**config.mk**
```make
export PLATFORM = sky130hd
export DESIGN_NAME = fetch_stage_flat
export DESIGN_NICKNAME = d
export VERILOG_FILES = /design/src/rtl/fetch_pkg.sv /design/src/rtl/fetch_stage_if.sv /design/src/rtl/fetch_pc_reg.sv /design/src/rtl/fetch_stage.sv /design/src/flat_wrapper.sv
export SDC_FILE = /design/constraint.sdc
export NUM_CORES = 1
export LEC_CHECK = 0
export BUFFER_PORTS_ARGS = -buffer_cell sky130_fd_sc_hd__buf_2
export CORE_AREA = 10 10 122 124
export DETAILED_ROUTE_END_ITERATION = 12
export DIE_AREA = 0 0 132 134
export GPL_TIMING_DRIVEN = 0
export PLACE_DENSITY = 0.7
export SLEW_MARGIN = 25
export SYNTH_ARGS = -nofsm -noshare
export SYNTH_HDL_FRONTEND = slang
export SYNTH_SLANG_ARGS = --single-unit
```
**constraint.sdc**
```tcl
create_clock -name clk -period 2.4 [get_ports clk]
set_input_delay 0.48 -clock clk [delete_from_list [all_inputs] [get_ports clk]]
set_output_delay 0.48 -clock clk [all_outputs]
set_load 0.005 [all_outputs]
```
**src/rtl/fetch_pkg.sv**
```systemverilog
// Shared fetch/decode definitions: reset constants and the IF/ID pipeline register layout.
package fetch_pkg;

  localparam logic [31:0] NOP_INSTR         = 32'h0000_0013;
  localparam logic [31:0] RESET_PC_DEFAULT  = 32'hBFC0_0000;
  localparam int unsigned ROM_BYTES_DEFAULT = 4096;
  localparam int unsigned IF_ID_PC_W        = 32;

  typedef struct packed {
    logic [31:0]           instr;
    logic [IF_ID_PC_W-1:0] pc;
    logic [IF_ID_PC_W-1:0] pc4;
    logic                  valid;
  } if_id_t;

endpackage

```
**src/rtl/fetch_stage_if.sv**
```systemverilog
// Instruction-memory read port: fetch drives the byte address, instrmem returns the word combinationally.
interface fetch_stage_if #(
  parameter int unsigned A_WIDTH = 32
);
  logic [A_WIDTH-1:0] addr;
  logic [31:0]        rdata;

  modport master (output addr, input rdata);
  modport slave  (input addr, output rdata);
endinterface

```
**src/rtl/fetch_pc_reg.sv**
```systemverilog
// Program counter with next-PC selection and ROM window / alignment check on the current PC.
module fetch_pc_reg
  import fetch_pkg::*;
#(
  parameter int unsigned        A_WIDTH   = 32,
  parameter logic [A_WIDTH-1:0] RESET_PC  = A_WIDTH'(RESET_PC_DEFAULT),
  parameter int unsigned        ROM_BYTES = ROM_BYTES_DEFAULT
) (
  input  logic               clk,
  input  logic               rst_n,
  input  logic               freeze_i,
  input  logic               stall_i,
  input  logic               redirect_i,
  input  logic [A_WIDTH-1:0] redirect_pc_i,
  output logic [A_WIDTH-1:0] pc_o,
  output logic [A_WIDTH-1:0] pc4_o,
  output logic               fault_o
);

  localparam logic [A_WIDTH-1:0] LAST_PC = RESET_PC + A_WIDTH'(ROM_BYTES) - A_WIDTH'(4);

  logic [A_WIDTH-1:0] pc_q;
  logic [A_WIDTH-1:0] pc_d;

  assign pc_o    = pc_q;
  assign pc4_o   = pc_q + A_WIDTH'(4);
  assign fault_o = (pc_q[1:0] != 2'b00) || (pc_q < RESET_PC) || (pc_q > LAST_PC);

  always_comb begin
    pc_d = pc_q;
    if (freeze_i)        pc_d = pc_q;
    else if (redirect_i) pc_d = redirect_pc_i;
    else if (stall_i)    pc_d = pc_q;
    else                 pc_d = pc4_o;
  end

  always_ff @(posedge clk or negedge rst_n) begin
    if (!rst_n) pc_q <= RESET_PC;
    else        pc_q <= pc_d;
  end

endmodule

```
**src/rtl/fetch_stage.sv**
```systemverilog
// Instruction-fetch stage: owns the PC, addresses instrmem and registers the fetched word into IF/ID.
module fetch_stage
  import fetch_pkg::*;
#(
  parameter int unsigned        A_WIDTH   = 32,
  parameter logic [A_WIDTH-1:0] RESET_PC  = A_WIDTH'(RESET_PC_DEFAULT),
  parameter int unsigned        ROM_BYTES = ROM_BYTES_DEFAULT
) (
  input  logic                 clk,
  input  logic                 rst_n,
  input  logic                 stall_i,
  input  logic                 flush_i,
  input  logic                 redirect_i,
  input  logic [A_WIDTH-1:0]   redirect_pc_i,
  fetch_stage_if.master        imem,
  output logic [31:0]          if_instr_o,
  output logic [A_WIDTH-1:0]   if_pc_o,
  output logic [A_WIDTH-1:0]   if_pc4_o,
  output logic                 if_valid_o,
  output logic                 fault_o
);

  logic [A_WIDTH-1:0] pc;
  logic [A_WIDTH-1:0] pc4;
  logic               fault_cond;
  logic               fault_q;
  logic               faulted;
  if_id_t             if_id_q;
  if_id_t             if_id_d;

  // Freeze on the faulting edge itself, not one edge later, so the PC sticks at the bad value.
  assign faulted = fault_q | fault_cond;

  fetch_pc_reg #(
    .A_WIDTH   (A_WIDTH),
    .RESET_PC  (RESET_PC),
    .ROM_BYTES (ROM_BYTES)
  ) u_pc_reg (
    .clk           (clk),
    .rst_n         (rst_n),
    .freeze_i      (faulted),
    .stall_i       (stall_i),
    .redirect_i    (redirect_i),
    .redirect_pc_i (redirect_pc_i),
    .pc_o          (pc),
    .pc4_o         (pc4),
    .fault_o       (fault_cond)
  );

  assign imem.addr = pc;

  always_comb begin
    if_id_d = if_id_q;
    if (flush_i || redirect_i) begin
      if_id_d.instr = NOP_INSTR;
      if_id_d.valid = 1'b0;
    end else if (stall_i) begin
      if_id_d = if_id_q;
    end else if (faulted) begin
      if_id_d.instr = NOP_INSTR;
      if_id_d.valid = 1'b0;
    end else begin
      if_id_d.instr = imem.rdata;
      if_id_d.pc    = IF_ID_PC_W'(pc);
      if_id_d.pc4   = IF_ID_PC_W'(pc4);
      if_id_d.valid = 1'b1;
    end
  end

  always_ff @(posedge clk or negedge rst_n) begin
    if (!rst_n) begin
      if_id_q.instr <= NOP_INSTR;
      if_id_q.pc    <= '0;
      if_id_q.pc4   <= '0;
      if_id_q.valid <= 1'b0;
      fault_q       <= 1'b0;
    end else begin
      if_id_q <= if_id_d;
      fault_q <= faulted;
    end
  end

  assign if_instr_o = if_id_q.instr;
  assign if_pc_o    = A_WIDTH'(if_id_q.pc);
  assign if_pc4_o   = A_WIDTH'(if_id_q.pc4);
  assign if_valid_o = if_id_q.valid;
  assign fault_o    = fault_q;

endmodule
```
**src/flat_wrapper.sv**
```systemverilog
// flat-port wrapper written by rule: the top's interface ports become plain ports
module fetch_stage_flat import fetch_pkg::*;
#(
  parameter int unsigned        A_WIDTH   = 32,
  parameter logic [A_WIDTH-1:0] RESET_PC  = A_WIDTH'(RESET_PC_DEFAULT),
  parameter int unsigned        ROM_BYTES = ROM_BYTES_DEFAULT
)
  (clk, rst_n, stall_i, flush_i, redirect_i, redirect_pc_i, if_instr_o, if_pc_o, if_pc4_o, if_valid_o, fault_o, imem_addr, imem_rdata);
  fetch_stage_if #(.A_WIDTH(A_WIDTH)) imem_i ();
  input  logic clk;
  input  logic rst_n;
  input  logic stall_i;
  input  logic flush_i;
  input  logic redirect_i;
  input  logic [A_WIDTH-1:0] redirect_pc_i;
  output logic [31:0] if_instr_o;
  output logic [A_WIDTH-1:0] if_pc_o;
  output logic [A_WIDTH-1:0] if_pc4_o;
  output logic if_valid_o;
  output logic fault_o;
  output wire logic [$bits(imem_i.addr)-1:0] imem_addr;
  input wire logic [$bits(imem_i.rdata)-1:0] imem_rdata;
  assign imem_addr = imem_i.addr;
  assign imem_i.rdata = imem_rdata;
  fetch_stage #(.A_WIDTH(A_WIDTH), .RESET_PC(RESET_PC), .ROM_BYTES(ROM_BYTES)) u_core (.clk(clk), .rst_n(rst_n), .stall_i(stall_i), .flush_i(flush_i), .redirect_i(redirect_i), .redirect_pc_i(redirect_pc_i), .imem(imem_i), .if_instr_o(if_instr_o), .if_pc_o(if_pc_o), .if_pc4_o(if_pc4_o), .if_valid_o(if_valid_o), .fault_o(fault_o));
endmodule
```
==> impl_metrics.tcl <==
set metrics [dict create \
    power.density_nw_per_um2 723 \
    setup_ws_ps 85.7 \
    grt_max_degree 88 \
    die_h_um 134 \
    fin_skew_ps 8.10 \
    outcome "finished clean" \
    synth-seq-cells 128 \
    fmax_ghz 0.432 \
    vias 4411 \
    grt_usage_pct 18.3 \
    rsz0062_at_grt "true" \
    drive_above_1_share_pct 43.1 \
    clkPwrFrac_pct 54.6 \
    power_uw 5210 \
    hold_path.class "input port to register" \
    die_area_um2 17700 \
    syn_area_um2 5250 \
    placed_cells 817 \
    cp.arrival_ps 2600 \
    drc 0 \
    stdcell_count 853 \
    synth-warning-count 0 \
    netSwitchingPower_uw 1070 \
    yosysSeqAreaShare_pct 61.3 \
    wl_per_cell_um 18.7 \
    ys.flop_type "dfrtp_1" \
    finalCritPeriodShare_pct 96.4 \
    slew_headroom_pct 60.6 \
    io_pins 199 \
    period_minus_slack_ps 2310 \
    seqPwrFrac_pct 41.6 \
    syn_area_per_cell_um2 11.8 \
    drt_first_pass_iters 5 \
    cts_made_buffers 17 \
    hold_violations 0 \
    final_max_slew_viol_count 0 \
    path_class "register to register" \
    cts_buffer_depth 2 \
    start_util_pct 42.1 \
    dp.final_hpwl_um 11900 \
    synth_nets 516 \
    synth_edf_count 0 \
    root_buffer "clkbuf_16" \
    synth.distinct_cells 42 \
    routed_wl_um 15900 \
    fp.dieW_um 132 \
    dr.first_iter.drc_count 308 \
    clk_latency_ps 410 \
    gp_congestion 0.880 \
    worstMarginPinSlew_ps 589 \
    antenna_found_initial 2 \
    grt_pass1_vias 4741 \
    io_buffers 198 \
    power_frac_comb_pct 3.9 \
    p_int_uw 4140 \
    synthArstFlopShare_pct 100 \
    overflow 0 \
    fin_tns_setup_ps 0 \
    floorplan.rows 41 \
    vdd_drop_max_uv 363 \
    setup_viol 0 \
    via_per_inst 5.17 \
    critPathLaunchType "register" \
    final_nets 737 \
    crit_required_ps 2690 \
    crit_path_max_fanout 10 \
    nFillCells 1037 \
    cts_tree "yes" \
    grt_pass1_wl_um 26000 \
    clkTransAtPathRegs_ps 60 \
    dpl_worst_slack_ps -411 \
    end_kind "register" \
    detail-route-antenna-nets 0 \
    htreeDepth 4 \
    coreArea_um2 12500 \
    power.leakage_uw 0.00379 \
    cap_violations 0 \
    synthCells 446 \
    power.share.switching_pct 20.5 \
    area_growth_pct 37.4 \
    clock_sinks 128 \
]
## cell families after synthesis
kind of cell / count (synthesis) / share of synthesized area (%)
AOI/OAI and AO/OA: 95 / 11.5
xor gates and xnor gates: 9 / 1.50
adders and majority gates: 1 / 0.238
buffers and inverters: 43 / 3.48
DFF: 128 / 61.3
muxes: 20 / 4.27
and+or+nand+nor: 150 / 17.7
## synthesized netlist by cell type (all sizes together), types with 9 or more instances
library cell | instances | area, µm²
a31oi | 10 | 62.6
buf | 9 | 55.1
clkbuf | 29 | 109
a31o | 10 | 87.6
and2 | 24 | 150
dfstp | 12 | 315
dfrtp | 116 | 2900
mux2 | 19 | 214
o21a | 9 | 67.6
nand2 | 41 | 154
nand4b | 31 | 272
a21oi | 37 | 185
nand2b | 18 | 113
## path summary, 6_finish.rpt
path,cells after the start,end,slack [ps],from
setup / recovery,5,u_core.if_pc4_o[6]$_DFFE_PN0P_,90,u_core.u_pc_reg.pc_o[12]$_DFFE_PN0P_
min in group asynchronous,2,u_core.if_pc4_o[13]$_DFFE_PN0P_,540,rst_n
hold / removal,2,u_core.u_pc_reg.pc_o[27]$_DFFE_PN1P_,280,redirect_pc_i[27]
setup reg to reg,5,u_core.if_pc4_o[6]$_DFFE_PN0P_,90,u_core.u_pc_reg.pc_o[12]$_DFFE_PN0P_
hold reg to reg,1,u_core.if_pc4_o[28]$_DFFE_PN0P_,460,u_core.if_pc4_o[28]$_DFFE_PN0P_
max in group asynchronous,3,u_core.if_instr_o[0]$_DFFE_PN1P_,1120,rst_n
## cell usage in the layout (no fill, tap or decap), types with 5 or more instances in the layout
| master | synthesis | routed |
|---|---|---|
| o21a_1 | 9 | 9 |
| nand3_1 | 5 | 5 |
| nand2b_1 | 18 | 18 |
| and2_1 | 24 | 24 |
| bufinv_16 | 0 | 5 |
| a21oi_1 | 37 | 37 |
| xnor2_1 | 5 | 5 |
| inv_1 | 5 | 5 |
| nand2_1 | 41 | 41 |
| nand4b_1 | 31 | 31 |
| mux2_2 | 19 | 19 |
| dfrtp_1 | 116 | 116 |
| nor2_1 | 7 | 6 |
| dfstp_2 | 12 | 12 |
| buf_2 | 5 | 201 |
| o21ai_0 | 8 | 8 |
| a31o_2 | 10 | 10 |
| clkbuf_1 | 29 | 26 |
| clkbuf_16 | 0 | 17 |
| a31oi_1 | 10 | 10 |
| buf_4 | 4 | 8 |
## flip-flops by register name, summed over array words and instances (netlist names)
signal / cells
u_core.if_pc4_o: 32
u_core.u_pc_reg.pc_o: 32
u_core.if_pc_o: 30
u_core.if_valid_o: 1
u_core.fault_o: 1
u_core.if_instr_o: 32
## power groups by stage
stage,Sequential [µW],Clock (µW),Combinational [µW]
4_1_cts,2160,2900,204
2_1_floorplan,2200,0,65.3
3_5_place_dp,2200,0,200
5_1_grt,2160,3000,225
3_3_place_gp,2200,0,187
6_report,2170,2840,202
## timing repair
action | CTS | global route
hold endpoints to repair | 30 | 0
buffers inserted | 4 | 0
hold buffers | 1 | 0
setup endpoints to repair | 110 | 43
pin swaps | 1 | 0
gates resized for setup | 2 | 6
## routing by layer
layer	routed length, µm	up-vias	track usage, %	part of all wire (%)
met2	7970	165	30.5	50
met4	456	2	8.10	2.9
met5	13	-	0	0.082
met3	989	35	5.97	6.2
li1	-	2030	-	-
met1	6510	2179	21.2	41
## layout make-up
class                      instances  area (µm²)  area share, %
sequential                       128        3220           44.6
multi-input combinational        275        1860           25.8
timing repair buffer             204        1070           14.8
clock buffer                      20         457           6.33
tap                              172         215           2.99
clock inverter                    12         205           2.85
buffer                            36         161           2.24
inverter                           5        18.8          0.260
antenna                            1        2.50         0.0347
## critical path, cell delays in order (launching register included)
cell	delay [ps]
dfrtp_1	430
or4_1	580
nor2_4	280
nand3_2	290
buf_2	310
mux2_2	300
## through the flow
step | util [%] | area (µm²) | hold slack [ps]
finish | 57.8 | 7210 | 281
global route | 57.8 | 7210 | 270
CTS | 57.8 | 7200 | 263
detailed placement | 52.1 | 6490 | 384
global placement | 51.8 | 6450 | 444
floorplan | - | 5250 | 184
Note: power is estimated with default switching activity, not from simulation.
